### config.mk
export PLATFORM = sky130hd
export DESIGN_NAME = inst_fetch_queue_flat
export DESIGN_NICKNAME = d
export VERILOG_FILES = /design/src/rtl/core_pkg.sv /design/src/rtl/inst_fetch_queue_if.sv /design/src/rtl/ifq_fifo.sv /design/src/rtl/inst_fetch_queue.sv /design/src/flat_wrapper.sv
export SDC_FILE = /design/constraint.sdc
export NUM_CORES = 1
export LEC_CHECK = 0
export CORE_MARGIN = 2
export CORE_UTILIZATION = 46
export DETAILED_ROUTE_END_ITERATION = 8
export PLACE_DENSITY = 0.69
export REMOVE_ABC_BUFFERS = 1
export SKIP_CTS_REPAIR_TIMING = 1
export SLEW_MARGIN = 25
export SYNTH_ARGS = -nofsm -noshare
export SYNTH_HDL_FRONTEND = slang
export SYNTH_SLANG_ARGS = --single-unit
export TNS_END_PERCENT = 20
### constraint.sdc
create_clock -name clk -period 6.2 [get_ports clk]
set_clock_uncertainty 0.2 [all_clocks]
set_input_delay 1.55 -clock clk [delete_from_list [all_inputs] [get_ports clk]]
set_output_delay 1.55 -clock clk [all_outputs]
set_load 0.01 [all_outputs]
### src/rtl/core_pkg.sv
// ---------------------------------------------------------------------------
// core_pkg -- shared core-wide constants.
//   DEFAULT_XLEN : default PC / address width
//   INST_NOP     : canonical NOP (addi x0, x0, 0)
//   PC_STEP      : byte distance between sequential instructions
// ---------------------------------------------------------------------------
package core_pkg;

  localparam int          DEFAULT_XLEN = 32;
  localparam logic [31:0] INST_NOP     = 32'h0000_0013;
  localparam int          PC_STEP      = 4;

endpackage : core_pkg

### src/rtl/inst_fetch_queue_if.sv
// ---------------------------------------------------------------------------
// inst_fetch_queue_if -- fetch-side and decode-side handshakes of the
// instruction fetch queue.
//   memory_i_addr / memory_i_valid : fetch request (queue -> memory)
//   memory_i_ready / memory_inst   : accept + same-cycle instruction data
//   id_valid / id_inst / id_reg_pc : queue head offered to decode
//   id_ready                       : decode accepts the head
// Modports: master = fetch queue, slave = memory + decode environment.
// ---------------------------------------------------------------------------
interface inst_fetch_queue_if #(
  parameter int XLEN = core_pkg::DEFAULT_XLEN
);

  logic [XLEN-1:0] memory_i_addr;
  logic            memory_i_valid;
  logic            memory_i_ready;
  logic [31:0]     memory_inst;
  logic            id_valid;
  logic            id_ready;
  logic [31:0]     id_inst;
  logic [XLEN-1:0] id_reg_pc;

  modport master (
    output memory_i_addr, memory_i_valid, id_valid, id_inst, id_reg_pc,
    input  memory_i_ready, memory_inst, id_ready
  );

  modport slave (
    input  memory_i_addr, memory_i_valid, id_valid, id_inst, id_reg_pc,
    output memory_i_ready, memory_inst, id_ready
  );

endinterface : inst_fetch_queue_if

### src/rtl/ifq_fifo.sv
// ---------------------------------------------------------------------------
// ifq_fifo -- circular FIFO holding {pc, instruction} entries.
//   clk, reset : clock, synchronous active-high reset
//   flush      : drop every entry (pointers and count to 0)
//   push/wdata : write one entry; ignored when full
//   pop        : retire the head; ignored when empty
//   rdata      : head entry (asynchronous read of small register storage so
//                the head is visible the cycle after it is written)
//   empty/full/count : status
// DEPTH must be a power of two so pointers wrap by natural overflow.
// ---------------------------------------------------------------------------
module ifq_fifo #(
  parameter int WIDTH = 64,
  parameter int DEPTH = 4
) (
  input  logic                       clk,
  input  logic                       reset,
  input  logic                       flush,
  input  logic                       push,
  input  logic                       pop,
  input  logic [WIDTH-1:0]           wdata,
  output logic [WIDTH-1:0]           rdata,
  output logic                       empty,
  output logic                       full,
  output logic [$clog2(DEPTH+1)-1:0] count
);

  localparam int PTR_W = $clog2(DEPTH);
  localparam int CNT_W = $clog2(DEPTH+1);

  logic [WIDTH-1:0] mem_reg [DEPTH];
  logic [PTR_W-1:0] wr_ptr_reg, rd_ptr_reg;
  logic [CNT_W-1:0] count_reg;
  logic             push_ok, pop_ok;

  assign empty   = (count_reg == '0);
  assign full    = (count_reg == CNT_W'(DEPTH));
  assign push_ok = push && !full;
  assign pop_ok  = pop && !empty;
  assign rdata   = mem_reg[rd_ptr_reg];
  assign count   = count_reg;

  // Storage carries no reset; validity is tracked by the count alone.
  always_ff @(posedge clk) begin
    if (push_ok && !flush) begin
      mem_reg[wr_ptr_reg] <= wdata;
    end
  end

  always_ff @(posedge clk) begin
    if (reset || flush) begin
      wr_ptr_reg <= '0;
      rd_ptr_reg <= '0;
      count_reg  <= '0;
    end else begin
      if (push_ok) wr_ptr_reg <= wr_ptr_reg + PTR_W'(1);
      if (pop_ok)  rd_ptr_reg <= rd_ptr_reg + PTR_W'(1);
      case ({push_ok, pop_ok})
        2'b10:   count_reg <= count_reg + CNT_W'(1);
        2'b01:   count_reg <= count_reg - CNT_W'(1);
        default: count_reg <= count_reg;
      endcase
    end
  end

endmodule : ifq_fifo

### src/rtl/inst_fetch_queue.sv
// ---------------------------------------------------------------------------
// inst_fetch_queue -- sequential instruction fetcher with a small decoupling
// queue between instruction memory and decode.
//   clk, reset : clock, synchronous active-high reset
//   bus        : inst_fetch_queue_if.master (memory fetch + decode handshakes)
//   br_flg     : redirect from execute (flushes queue, highest priority)
//   br_target  : redirect address (word aligned internally)
//   occupancy  : entries currently queued
// Build option: define IFQ_BYPASS_EN to let a fetch response reach decode in
// the same cycle while the queue is empty.
// ---------------------------------------------------------------------------
module inst_fetch_queue
  import core_pkg::*;
#(
  parameter int              XLEN     = DEFAULT_XLEN,
  parameter int              DEPTH    = 4,
  parameter logic [XLEN-1:0] RESET_PC = 32'h0
) (
  input  logic                       clk,
  input  logic                       reset,
  inst_fetch_queue_if.master         bus,
  input  logic                       br_flg,
  input  logic [XLEN-1:0]            br_target,
  output logic [$clog2(DEPTH+1)-1:0] occupancy
);

  localparam int ENTRY_W = XLEN + 32;

  logic [XLEN-1:0]    fetch_pc_reg, fetch_pc_next;
  logic               fetch_fire;
  logic               fifo_push, fifo_pop, fifo_empty, fifo_full;
  logic               bypass_take;
  logic [ENTRY_W-1:0] head_entry;
  logic [XLEN-1:0]    head_pc;
  logic [31:0]        head_inst;

  assign {head_pc, head_inst} = head_entry;

  // Fetch request: the redirect gates it combinationally so a stale-path
  // fetch is never accepted in the redirect cycle.
  assign bus.memory_i_addr  = fetch_pc_reg;
  assign bus.memory_i_valid = !reset && !fifo_full && !br_flg;
  assign fetch_fire         = bus.memory_i_valid && bus.memory_i_ready;

  // Decode-side view of the head.
  always_comb begin
    bus.id_valid  = 1'b0;
    bus.id_inst   = INST_NOP;
    bus.id_reg_pc = head_pc;
    bypass_take   = 1'b0;
    if (reset) begin
      bus.id_reg_pc = RESET_PC;
    end else if (!fifo_empty) begin
      bus.id_valid = 1'b1;
      bus.id_inst  = head_inst;
`ifdef IFQ_BYPASS_EN
    end else if (fetch_fire) begin
      // Empty queue: hand the response straight to decode; it is written
      // into the queue only if decode does not take it this cycle.
      bus.id_valid  = 1'b1;
      bus.id_inst   = bus.memory_inst;
      bus.id_reg_pc = fetch_pc_reg;
      bypass_take   = bus.id_ready;
`endif
    end
  end

  // A redirect discards any pop in the same cycle (the flush wins anyway).
  assign fifo_pop  = !br_flg && !fifo_empty && bus.id_ready;
  assign fifo_push = fetch_fire && !bypass_take;

  ifq_fifo #(
    .WIDTH (ENTRY_W),
    .DEPTH (DEPTH)
  ) u_fifo (
    .clk   (clk),
    .reset (reset),
    .flush (br_flg),
    .push  (fifo_push),
    .pop   (fifo_pop),
    .wdata ({fetch_pc_reg, bus.memory_inst}),
    .rdata (head_entry),
    .empty (fifo_empty),
    .full  (fifo_full),
    .count (occupancy)
  );

  always_comb begin
    fetch_pc_next = fetch_pc_reg;
    if (br_flg) begin
      fetch_pc_next = br_target & ~XLEN'(3);
    end else if (fetch_fire) begin
      fetch_pc_next = fetch_pc_reg + XLEN'(PC_STEP);
    end
  end

  always_ff @(posedge clk) begin
    if (reset) begin
      fetch_pc_reg <= RESET_PC;
    end else begin
      fetch_pc_reg <= fetch_pc_next;
    end
  end

endmodule : inst_fetch_queue

### src/flat_wrapper.sv
// flat-port wrapper written by rule: the top's interface ports become plain ports
module inst_fetch_queue_flat import core_pkg::*;
#(
  parameter int              XLEN     = DEFAULT_XLEN,
  parameter int              DEPTH    = 4,
  parameter logic [XLEN-1:0] RESET_PC = 32'h0
)
  (clk, reset, br_flg, br_target, occupancy, bus_memory_i_addr, bus_memory_i_valid, bus_id_valid, bus_id_inst, bus_id_reg_pc, bus_memory_i_ready, bus_memory_inst, bus_id_ready);
  inst_fetch_queue_if #(.XLEN(XLEN)) bus_i ();
  input  logic clk;
  input  logic reset;
  input  logic br_flg;
  input  logic [XLEN-1:0] br_target;
  output logic [$clog2(DEPTH+1)-1:0] occupancy;
  output wire logic [$bits(bus_i.memory_i_addr)-1:0] bus_memory_i_addr;
  output wire logic [$bits(bus_i.memory_i_valid)-1:0] bus_memory_i_valid;
  output wire logic [$bits(bus_i.id_valid)-1:0] bus_id_valid;
  output wire logic [$bits(bus_i.id_inst)-1:0] bus_id_inst;
  output wire logic [$bits(bus_i.id_reg_pc)-1:0] bus_id_reg_pc;
  input wire logic [$bits(bus_i.memory_i_ready)-1:0] bus_memory_i_ready;
  input wire logic [$bits(bus_i.memory_inst)-1:0] bus_memory_inst;
  input wire logic [$bits(bus_i.id_ready)-1:0] bus_id_ready;
  assign bus_memory_i_addr = bus_i.memory_i_addr;
  assign bus_memory_i_valid = bus_i.memory_i_valid;
  assign bus_id_valid = bus_i.id_valid;
  assign bus_id_inst = bus_i.id_inst;
  assign bus_id_reg_pc = bus_i.id_reg_pc;
  assign bus_i.memory_i_ready = bus_memory_i_ready;
  assign bus_i.memory_inst = bus_memory_inst;
  assign bus_i.id_ready = bus_id_ready;
  inst_fetch_queue #(.XLEN(XLEN), .DEPTH(DEPTH), .RESET_PC(RESET_PC)) u_core (.clk(clk), .reset(reset), .bus(bus_i), .br_flg(br_flg), .br_target(br_target), .occupancy(occupancy));
endmodule
==> results.py, run 1 <==
metrics = {
    "timing": {
        "finalCritPeriodShare_pct": 77.7,
        "rsz0062_at_grt": "no",
        "worst_pin_slew_ns": 1.02,
        "maxSlewHeadroom_pct": 32.0,
        "hold_violations": 0,
        "period_needed_ns": 4.82,
        "setup_viol": 0,
        "fin_tns_setup_ns": 0,
        "drv_slew": 0,
        "fmax_ghz": 0.208,
    },
    "logic_synthesis": {
        "yosysTopAreaCellShare_pct": 64.6,
        "syn_area_mm2": 0.0115,
        "postSynth.asyncResetShare_pct": 0,
        "syn-instance-count": 667,
        "post-synth-top-count-cell": "edfxtp_1",
        "synthFlopType": "edfxtp_1",
        "ys_ff_latch": 287,
        "synth_commonest_cells": "edfxtp_1, mux4_2, nor2b_1",
        "ys_types": 46,
        "yosys_warnings": 0,
        "synth_top_area_cell": "edfxtp_1",
        "synthTopCellsByArea": "edfxtp_1, mux4_2, dfxtp_1",
        "synth_edf_count": 248,
        "ys_seq_area_share_pct": 71.4,
        "syn_avg_cell_area_um2": 17.3,
    },
    "die": {
        "die_area_mm2": 0.0263,
        "die_y_um": 162,
        "core_mm2": 0.0245,
        "rows": 57,
        "fp.dieW_um": 162,
        "start_util_pct": 47.1,
        "ios": 170,
    },
    "finish": {
        "fin_nets": 905,
        "largest_reg_flops": 248,
        "synthToLayoutAreaGrowth_pct": 24.3,
        "drive_above_1_share_pct": 14.6,
    },
    "global_route": {
        "antenna_found_initial": 1,
        "grt_usage_pct": 18.1,
        "grt_pass1_wl_um": 36800,
        "grt_max_degree": 66,
        "grt_pass1_vias": 6664,
        "grt_remaining_overflow": 0,
    },
    "critical_path": {
        "critical_path_required_ns": 4.45,
        "crit_path_end_kind": "primary output",
        "cp-startpoint": "reset",
        "cp-endpoint": "bus_id_inst[10]",
        "r2r-end": "u_core.u_fifo.count[2]",
        "cp_max_fo": 30,
        "reg2regPathDepth": 9,
        "r2r_slack_ns": 2.98,
        "critical_path_class": "in -> out",
        "reg2reg_from": "u_core.u_fifo.count[2]",
        "cp.arrival_ns": 3.07,
        "cp-start-kind": "input pin",
    },
    "clocking": {
        "clk_pin_slew_ns": 0.06,
        "cts-root-buf": "clkbuf_16",
        "clock_latency_ns": 0.53,
        "ctsHtreeMaxLevel": 1,
        "cts-buffers-inserted": 29,
        "cts.path.max_buffers": 3,
        "cts_tree": "yes",
        "clock-sinks": 287,
    },
    "run_status": {
        "outcome": "complete, no violations",
    },
    "job": {
        "cap_violations": 0,
    },
    "power_and_ir_drop": {
        "power.total_mw": 3.95,
        "ir_worst_vdd_v": 0.000162,
        "p_leak_nw": 4.41,
        "powerDensity_mw_per_mm2": 276,
    },
    "route": {
        "drcViolationCount": 0,
        "via_per_inst": 5.47,
        "drt_iter0_markers": 509,
        "vias": 6426,
        "drtPass1Iterations": 4,
        "wl_per_cell_um": 20.4,
        "drt-total-wl_um": 24000,
        "ant_nets": 0,
    },
    "place": {
        "port_buffers": 163,
        "dp_hpwl_um": 14300,
        "gp_congestion": 0.813,
    },
    "min_path": {
        "hold_class": "reg -> reg",
    },
}
## critical path, cell delays in order
cell and delay [ns]:
buf_2 0.15, or2_2 0.55, nor2b_1 0.24, clkdlybuf4s50_1 0.56
## final cells by class
type / count / area (um2)
Multi-Input combinational cell: 331 / 3090
Clock inverter: 17 / 101
Timing Repair Buffer: 168 / 1690
Antenna cell: 1 / 2.50
Clock buffer: 35 / 748
Fill cell: 1838 / 10100
Tap cell: 324 / 405
Inverter: 12 / 45.0
Sequential cell: 287 / 8240
## placed cells by master, fill, tap and decap left out, drive strengths merged, types with 2 or more instances in the layout
master,instances
a211oi,14
a21oi,11
a311oi,4
a31oi,2
and2,10
and3,3
and4,3
buf,6
clkbuf,35
clkdlybuf4s50,162
clkinv,15
conb,4
dfxtp,39
edfxtp,248
ha,6
inv,12
mux2,3
mux4,62
nand2,31
nand3,11
nand4,12
nor2,29
nor2b,60
nor3,5
nor3b,4
nor4,5
o21ai,4
or2,3
or3,10
or4,3
xnor2,14
xor2,10
## per-layer routing
layer / track usage [%] / part of all wire [%] / up-vias
met5: 0 / 0 / -
met4: 3.82 / 1.7 / 0
met3: 3.93 / 6.6 / 35
met2: 30.0 / 48 / 262
met1: 25.0 / 44 / 3219
li1: - / - / 2910
## stage by stage
stage / std cells / setup WS (ns) / instance area, um2 / utilization [%] / hold WS [ns]
finish: 1175 / 1.38 / 14300 / 58.5 / 0.322
global route: 1174 / 1.25 / 14300 / 58.5 / 0.334
CTS: 1174 / 1.35 / 14300 / 58.5 / 0.316
detailed placement: 1122 / 1.35 / 13500 / 55.0 / 0.308
global placement: 1122 / 1.43 / 13500 / 55.0 / 0.280
floorplan: 630 / 0.802 / 11400 / - / 0.269
## kinds of logic (layout without fill, tap and decap cells)
logic type                 count (synthesis)  count (layout)  share of synthesized area (%)
buffers and inverters                     52             232                           1.93
DFF                                      287             287                           71.4
xor gates and xnor gates                  24              24                           1.82
other                                      1               5                         0.0326
and+or+nand+nor                          190             190                           9.17
adders and majority gates                  7               7                          0.825
AOI/OAI and AO/OA                         41              41                           2.38
muxes                                     65              65                           12.4
## worst min-delay path by stage
stage | to | from | cells past startpoint | slack [ns]
after floorplan | u_core.u_fifo.wr_ptr_reg[1] | u_core.u_fifo.wr_ptr_reg[1] | 2 | 0.27
after global placement | u_core.u_fifo.wr_ptr_reg[1] | u_core.u_fifo.wr_ptr_reg[1] | 2 | 0.28
after detailed placement | register | u_core.u_fifo.rd_ptr_reg[1] | 2 | 0.31
after CTS | u_core.u_fifo.wr_ptr_reg[1] | u_core.u_fifo.wr_ptr_reg[1] | 2 | 0.32
after global routing | u_core.u_fifo.wr_ptr_reg[1] | u_core.u_fifo.wr_ptr_reg[1] | 2 | 0.33
final | u_core.u_fifo.rd_ptr_reg[1] | u_core.u_fifo.rd_ptr_reg[1] | 2 | 0.32
## power breakdown
group / leakage [nW] / switching [mW] / internal, mW
Combinational: 1.44 / 0.0921 / 0.114
Clock: 0.416 / 0.679 / 0.891
Sequential: 2.56 / 0.0375 / 2.13
Total: 4.41 / 0.809 / 3.14
Note: power is estimated with default switching activity, not from simulation.
==> run 2: changes to the inputs <==
Clock period 6.2 ns to 4.8 ns, I/O delays scaled along.
==> run 2 against run 1 <==
Combinational power up 31%. Sequential share of layout area down 0.56 points. Global-route usage increased by 0.53 points.
==> results.py, run 2 (synthesized netlist as in run 1, its figures left out) <==
metrics = {
    "run_status": {
        "outcome": "complete, no violations",
    },
    "min_path": {
        "hold_class": "reg -> reg",
        "worstHoldStart": "u_core.u_fifo.wr_ptr_reg[1]",
    },
    "critical_path": {
        "r2r_slack_ns": 1.63,
        "reg2regPathDepth": 9,
        "cp_max_fo": 30,
        "cp-start-kind": "input pin",
        "cp-startpoint": "reset",
        "cp_cell_sequence": "buf_2 -> or2_2 -> nor2b_1 -> clkdlybuf4s50_1",
        "crit_cells": 4,
        "cp-endpoint": "bus_id_inst[29]",
        "cp.arrival_ns": 2.73,
        "crit_family": "simple AND/OR/NAND/NOR gates",
        "reg2reg_from": "u_core.u_fifo.count[2]",
        "critical_path_required_ns": 3.40,
        "r2r-end": "u_core.u_fifo.count[2]",
        "cpPeakStageDelay_ns": 0.57,
        "cp_slowest_cell": "clkdlybuf4s50_1",
        "crit_path_end_kind": "primary output",
        "crit_buf_inv": 2,
        "critical_path_class": "in -> out",
    },
    "global_route": {
        "grt_max_degree": 42,
        "grt_usage_pct": 18.6,
        "grt_pass1_vias": 6594,
        "grt_remaining_overflow": 0,
        "grt_pass1_wl_um": 37600,
        "antenna_found_initial": 0,
    },
    "place": {
        "place_area_mm2": 0.0136,
        "port_buffers": 163,
        "dp_hpwl_um": 15700,
        "gp_congestion": 0.826,
    },
    "die": {
        "die_area_mm2": 0.0263,
        "start_util_pct": 47.1,
        "die_y_um": 162,
        "ios": 170,
        "fp.dieW_um": 162,
        "rows": 57,
        "core_mm2": 0.0245,
    },
    "clocking": {
        "cts.path.max_buffers": 3,
        "clock_latency_ns": 0.53,
        "clk_pin_slew_ns": 0.06,
        "cts_tree": "yes",
        "ctsHtreeMaxLevel": 1,
        "cts-root-buf": "clkbuf_16",
        "clock-sinks": 287,
        "cts-buffers-inserted": 29,
    },
    "finish": {
        "final_common_cell": "edfxtp_1",
        "drive_above_1_share_pct": 16.4,
        "largest_reg_flops": 248,
        "layout_common_cells": "edfxtp_1, clkdlybuf4s50_1, mux4_2",
        "final_area_mm2": 0.0145,
        "fin_nets": 919,
        "synthToLayoutAreaGrowth_pct": 25.5,
    },
    "route": {
        "vias": 6467,
        "drt_iter0_markers": 403,
        "via_per_inst": 5.43,
        "drtPass1Iterations": 5,
        "drcViolationCount": 0,
        "drt-total-wl_um": 24700,
        "ant_nets": 0,
        "wl_per_cell_um": 20.7,
    },
    "timing": {
        "hold_violations": 0,
        "fmax_ghz": 0.242,
        "finalCritPeriodShare_pct": 86.0,
        "maxSlewHeadroom_pct": 31.1,
        "holdWs_ns": 0.322,
        "worst_pin_slew_ns": 1.02,
        "setup_viol": 0,
        "rsz0062_at_grt": "no",
        "drv_slew": 0,
        "period_needed_ns": 4.13,
    },
    "power_and_ir_drop": {
        "powerDensity_mw_per_mm2": 359,
        "ir_worst_vdd_v": 0.000276,
        "p_leak_nw": 4.51,
    },
    "job": {
        "cap_violations": 0,
    },
}
[run 2: worst min path at each step]
stage,depth (start not counted),end
after floorplan,2,u_core.u_fifo.wr_ptr_reg[1]
after global placement,2,u_core.u_fifo.wr_ptr_reg[1]
after detailed placement,2,u_core.u_fifo.wr_ptr_reg[1]
after CTS,2,u_core.u_fifo.wr_ptr_reg[1]
after global routing,2,register
final,2,u_core.u_fifo.wr_ptr_reg[1]
[run 2: cell type report]
class	instances	area, um2
Fill cell	1848	10000
Sequential cell	287	8240
Multi-Input combinational cell	331	3090
Timing Repair Buffer	182	1780
Clock buffer	39	783
Tap cell	324	405
Clock inverter	14	115
Inverter	12	45.0
Antenna cell	1	2.50
[run 2: per-stage QoR]
| stage | worst slack [ns] | TNS, ns | power, mW | instances | util (%) |
|---|---|---|---|---|---|
| final | 0.670 | 0 | 5.19 | 1190 | 59.1 |
| after global placement | 0.732 | 0 | 3.11 | 1136 | 55.4 |
| after global routing | 0.546 | 0 | 5.38 | 1189 | 59.1 |
| after CTS | 0.647 | 0 | 5.25 | 1189 | 59.1 |
| after floorplan | -0.248 | -4.05 | 2.94 | 630 | - |
| after detailed placement | 0.647 | 0 | 3.12 | 1136 | 55.4 |
[run 2: worst register-to-register path, stage by stage (launching register included)]
cell and delay (ns):
dfxtp_1 0.41, or3b_2 0.60, and3_1 0.36, inv_1 0.21, ha_1 0.22, inv_1 0.08
fa_1 0.39, xor2_1 0.18, or3_1 0.31, a21oi_1 0.16
[run 2: per-layer routing]
layer,wire length [um],vias up,track usage [%]
li1,-,2931,-
met2,11600,231,29.4
met4,485,0,4.79
met1,11100,3264,27.3
met5,0,-,0
met3,1480,41,3.17
[run 2: report_power, final]
| part | internal, mW | switching [mW] | total [mW] | leakage, nW |
|---|---|---|---|---|
| registers | 2.75 | 0.0495 | 2.80 | 2.56 |
| clock network | 1.24 | 0.878 | 2.12 | 0.447 |
| logic | 0.149 | 0.120 | 0.270 | 1.51 |
